File: src/rtl/hazard_forward_unit.sv
// Hazard and forwarding unit: tracks EX/MEM/WB destinations and drives
// forwarding selects, load-use stall, ID/EX bubble and a stall counter.
module hazard_forward_unit #(
  parameter int REGBITS = 5,
  parameter int ZEROREG = 31,
  parameter int CNTW    = 16
) (
  input  logic               clk,
  input  logic               reset,
  input  logic               valid_id,
  input  logic [REGBITS-1:0] Rn_id,
  input  logic [REGBITS-1:0] Rm_id,
  input  logic               useRn_id,
  input  logic               useRm_id,
  input  logic [REGBITS-1:0] Rd_id,
  input  logic               RegWrite_id,
  input  logic               MemRead_id,
  input  logic               flush,
  output logic [1:0]         ForwardA,
  output logic [1:0]         ForwardB,
  output logic               stall,
  output logic               bubble,
  output logic [CNTW-1:0]    stall_count
);

  typedef struct packed {
    logic               v;
    logic [REGBITS-1:0] rd;
    logic               rw;
    logic               mr;
  } slot_t;

  localparam logic [REGBITS-1:0] ZR = REGBITS'(ZEROREG);

  slot_t ex_q, mem_q, wb_q, ex_d;

  logic rn_ok, rm_ok;
  logic hxa, hma, hwa;
  logic hxb, hmb, hwb;
  logic loaduse;

  function automatic logic hit(
    input slot_t s,
    input logic [REGBITS-1:0] r
  );
    return s.v & s.rw & (s.rd == r) & (r != ZR);
  endfunction

  always_comb begin
    rn_ok = valid_id & useRn_id;
    rm_ok = valid_id & useRm_id;
    hxa = rn_ok & hit(ex_q, Rn_id);
    hma = rn_ok & hit(mem_q, Rn_id);
    hwa = rn_ok & hit(wb_q, Rn_id);
    hxb = rm_ok & hit(ex_q, Rm_id);
    hmb = rm_ok & hit(mem_q, Rm_id);
    hwb = rm_ok & hit(wb_q, Rm_id);
  end

  // youngest producer wins
  always_comb begin
    ForwardA = 2'b00;
    if (hxa)      ForwardA = 2'b01;
    else if (hma) ForwardA = 2'b10;
    else if (hwa) ForwardA = 2'b11;
    ForwardB = 2'b00;
    if (hxb)      ForwardB = 2'b01;
    else if (hmb) ForwardB = 2'b10;
    else if (hwb) ForwardB = 2'b11;
  end

  always_comb begin
    loaduse = ex_q.mr & (hxa | hxb);
    stall   = loaduse & ~flush;
    bubble  = stall | flush;
    ex_d    = '0;
    if (!bubble) begin
      ex_d = '{v: valid_id, rd: Rd_id,
               rw: RegWrite_id, mr: MemRead_id};
    end
  end

  always_ff @(posedge clk or posedge reset) begin
    if (reset) begin
      ex_q  <= '0;
      mem_q <= '0;
      wb_q  <= '0;
    end else begin
      ex_q  <= ex_d;
      mem_q <= ex_q;
      wb_q  <= mem_q;
    end
  end

  // saturates instead of wrapping
  always_ff @(posedge clk or posedge reset) begin
    if (reset) begin
      stall_count <= '0;
    end else if (stall && stall_count != '1) begin
      stall_count <= stall_count + CNTW'(1);
    end
  end

endmodule

File: config.mk
export PLATFORM = sky130hd
export DESIGN_NAME = hazard_forward_unit
export DESIGN_NICKNAME = d
export VERILOG_FILES = /design/src/rtl/hazard_forward_unit.sv
export SDC_FILE = /design/constraint.sdc
export NUM_CORES = 1
export LEC_CHECK = 0
export ABC_AREA = 1
export BUFFER_PORTS_ARGS = -buffer_cell sky130_fd_sc_hd__buf_2
export CORE_MARGIN = 5
export CORE_UTILIZATION = 55
export CTS_CLUSTER_DIAMETER = 80
export DETAILED_ROUTE_END_ITERATION = 16
export PLACE_DENSITY = 0.8
export SYNTH_ARGS = -nofsm -noshare
export SYNTH_HDL_FRONTEND = slang
export SYNTH_SLANG_ARGS = --single-unit
export TNS_END_PERCENT = 10
File: constraint.sdc
create_clock -name clk -period 2.25 [get_ports clk]
set_clock_uncertainty 0.15 [all_clocks]
set_input_delay 0.45 -clock clk [delete_from_list [all_inputs] [get_ports clk]]
set_output_delay 0.45 -clock clk [all_outputs]
set_load 0.005 [all_outputs]
==> reports/qor.csv <==
stage,metric,value,unit
status,status,completed,
grt,number_of_antenna_violations_at_the_first_check_in_global_routing,0,
grt,number_of_global_route_vias_before_repair,1894,
worst_setup_path,worstSetupEndpointType,output pin,
die,floorplan.core_area,0.00397,mm²
sta,max_slew.worst_pin.slew,0.474,ns
flow_run,cap_violations,0,
yosys,synth.yosys.seq_area_share,0.426,
final_layout,finalCoreUtilization,0.679,
sta,fmaxAchievable,466,MHz
power_and_ir_drop,clkPwrFrac,0.445,
sta,fin_hold_ws,0.115,ns
final_layout,num_antenna_cells,0,
die,initial_core_util,0.562,
worst_setup_path,worst-setup-path-type,flip-flop to output pin,
cts,tritoncts,built,
worst_setup_path,critical-path-top-cell-by-count,sky130_fd_sc_hd__nor2_1,
sta,setup_viol,0,
yosys,netlist-cell-type-count,28,
final_layout,layout.nets,366,
detailed_routing,via_count,1946,
cts,tritoncts.num_buffers,5,
worst_setup_path,critical_path_arrival,1.55,ns
sta,final_count_of_hold_timing_violations,0,
final_layout,final_layout_size_suffix_gt1_frac,0.277,
yosys,synth.cell_area,0.00223,mm²
power_and_ir_drop,power.internal,1.20,mW
detailed_routing,wl,4.70,mm
yosys,synthesized_net_count,312,
power_and_ir_drop,ir_drop,400,µV
sta,post-route-period-util,0.955,
worst_setup_path,cp_cell_sequence,"o21ai_0, nor3b_1, nand4_1, nor2_1, nor2_1, nor2_1, buf_2",
die,row_count,23,
grt,sum_of_overflow_across_all_layers_after_global_routing,0,
grt,maximum_number_of_pins_on_one_net_before_global_route_repair,39,
sta,rsz0062_at_grt,yes,
grt,wire_length_of_the_first_global_routing_pass,8.02,mm
placed_design,gp_congestion,0.887,
placed_design,placed_cells,383,
yosys,synth_cells,288,
worst_setup_path,worst_path_largest_cell_delay,0.40,ns
yosys,syn_area_per_cell,7.75,µm²
sta,timing_max_transition_violations_final,0,
yosys,synth_top_cell_by_area,sky130_fd_sc_hd__dfrtp_1,
sta,max_slew_margin,0.684,
yosys,flip_flop_and_latch_count_after_synthesis,38,
final_layout,final-instance-count-excl-fill,393,
final_layout,mostFrequentLayoutCell,sky130_fd_sc_hd__nand2_1,
final_layout,fill_cells,349,
cts,cts_num_sinks,38,
cts,cts_max_level,2,
detailed_routing,post_drt_wl_per_cell,12.0,µm
final_layout,layout.cells.most_common_list,"88 x sky130_fd_sc_hd__nand2_1, 43 x sky130_fd_sc_hd__buf_2, 37 x sky130_fd_sc_hd__dfrtp_1",
power_and_ir_drop,power.sequential.fraction,0.470,
cts,holdBufCountCts,0,
worst_hold_path,hp-class,input port to async pin,
detailed_routing,drtPass1Iterations,4,
die,die_area,0.00544,mm²
worst_setup_path,cp_max_fo,4,
grt,grtUsageTotal,0.190,
cts,clock_tree.root_cell,sky130_fd_sc_hd__clkbuf_8,
final_layout,area.growth.synth_to_final,20.8,%
worst_setup_path,worst-endpoint-required,1.65,ns
detailed_routing,drtIter0Drc,117,
placed_design,detailedPlacementHpwl,3.64,mm
detailed_routing,route.antenna.remaining_nets,0,
yosys,synthDominantCellAreaShare,0.426,
placed_design,port_buffers,44,
worst_setup_path,startpoint_class,flip-flop,
die,io_pins,45,
detailed_routing,vias_per_cell,4.95,
die,dieHeight,73.7,µm
final_layout,multi_input_comb_area,0.00112,mm²
detailed_routing,drc_errors,0,
yosys,synth_area_leaders,"sky130_fd_sc_hd__dfrtp_1 43%, sky130_fd_sc_hd__nand2_1 15%, sky130_fd_sc_hd__xnor2_1 7.8%",
power_and_ir_drop,totalPowerFinal,1.54,mW
power_and_ir_drop,comb_power_share,0.085,
power_and_ir_drop,sw_frac_of_total,0.219,
yosys,synth.yosys.warnings,0,
worst_setup_path,cpMaxStageDelayCell,sky130_fd_sc_hd__dfrtp_1,
die,die-width,73.7,µm
final_layout,seq_area,952,µm²
cts,path_clk_slew,0.07,ns
sta,fin_crit,2.15,ns
power_and_ir_drop,power_per_cell_area,570,mW/mm²
power_and_ir_drop,leakagePower,1.44,nW
cts,cts_max_path_buffers,2,
cts,clock_insertion_delay_worst_skew,0.29,ns
power_and_ir_drop,switch_pwr,0.337,mW
==> stage by stage <==
step,worst slack (ns),setup TNS [ns],area (µm²)
6_report,0.102,0,2700
5_1_grt,-0.0359,-0.122,2700
4_1_cts,0.0876,0,2660
3_5_place_dp,0.141,0,2520
3_3_place_gp,0.210,0,2520
2_1_floorplan,0.457,0,2230
==> state kept, by name, summed over array words and instances, names as in the netlist <==
| signal | flops |
|---|---|
| ex_q | 8 |
| mem_q | 7 |
| wb_q | 7 |
| stall_count | 16 |
==> logic make-up (layout without fill, tap and decap cells) <==
logic type	count (synthesis)	count (layout)	synth area share
AND/OR/NAND/NOR	169	169	0.349
buffers and inverters	42	97	0.0812
flip-flops	38	38	0.426
XOR/XNOR	29	29	0.114
AO/OA/AOI/OAI	9	9	0.0247
adder cells (fa/ha/maj)	1	1	0.00560
==> final timing paths <==
path                                 from              end  slack (ns)  cells after the start
max                              mem_q[2]      ForwardB[1]        0.10                      7
min                                 reset          ex_q[7]        0.11                      3
max reg2reg                stall_count[0]  stall_count[14]        0.32                      9
min reg2reg                      mem_q[7]          wb_q[7]        0.23                      0
max in group asynchronous           reset          ex_q[6]        1.48                      3
min in group clk                 Rd_id[2]          ex_q[4]        0.22                      3
==> cells in the mapped netlist, drive strengths merged <==
master   instances
o22ai            1
buf              2
xnor2           20
ha               1
nand3           18
xor2             9
nor3b            1
nand2          100
nor3             4
or2              1
inv             40
o21ai            3
o31ai            1
nor2            39
a21oi            2
nand4            6
o2111ai          1
o21a             1
dfrtp           38
==> layout make-up <==
cell class / instances / share of cell area
clock buffers: 5 / 0.0255
clock inverters: 3 / 0.0255
inverters: 40 / 0.0557
multi-input cells: 208 / 0.415
flip-flops and latches: 38 / 0.353
well taps: 50 / 0.0232
repair buffers: 49 / 0.103
==> layer usage <==
metal  GRT usage  share of wire
met5           0              0
met4      0.0744          0.022
met3      0.0424          0.064
met2       0.334           0.51
met1       0.223           0.40
==> what timing repair did <==
action,in CTS,in global routing
resized for setup,0,9
setup buffers,0,2
endpoints found under the setup margin,0,4
==> critical path, delay by kind of cell, from the launching register on <==
family / cells / cell delay (ns)
and+or+nand+nor: 5 / 0.62
DFF: 1 / 0.40
buffers and inverters: 1 / 0.13
AOI/OAI and AO/OA: 1 / 0.11
==> power by group through the flow <==
stage          combinational, mW  sequential (mW)  clock (mW)
3_3_place_gp               0.125            0.735           0
5_1_grt                    0.150            0.726       0.738
4_1_cts                    0.129            0.722       0.703
3_5_place_dp               0.128            0.736           0
2_1_floorplan             0.0784            0.731           0
6_report                   0.130            0.723       0.685
No activity file was read; power rests on OpenSTA's default activity.
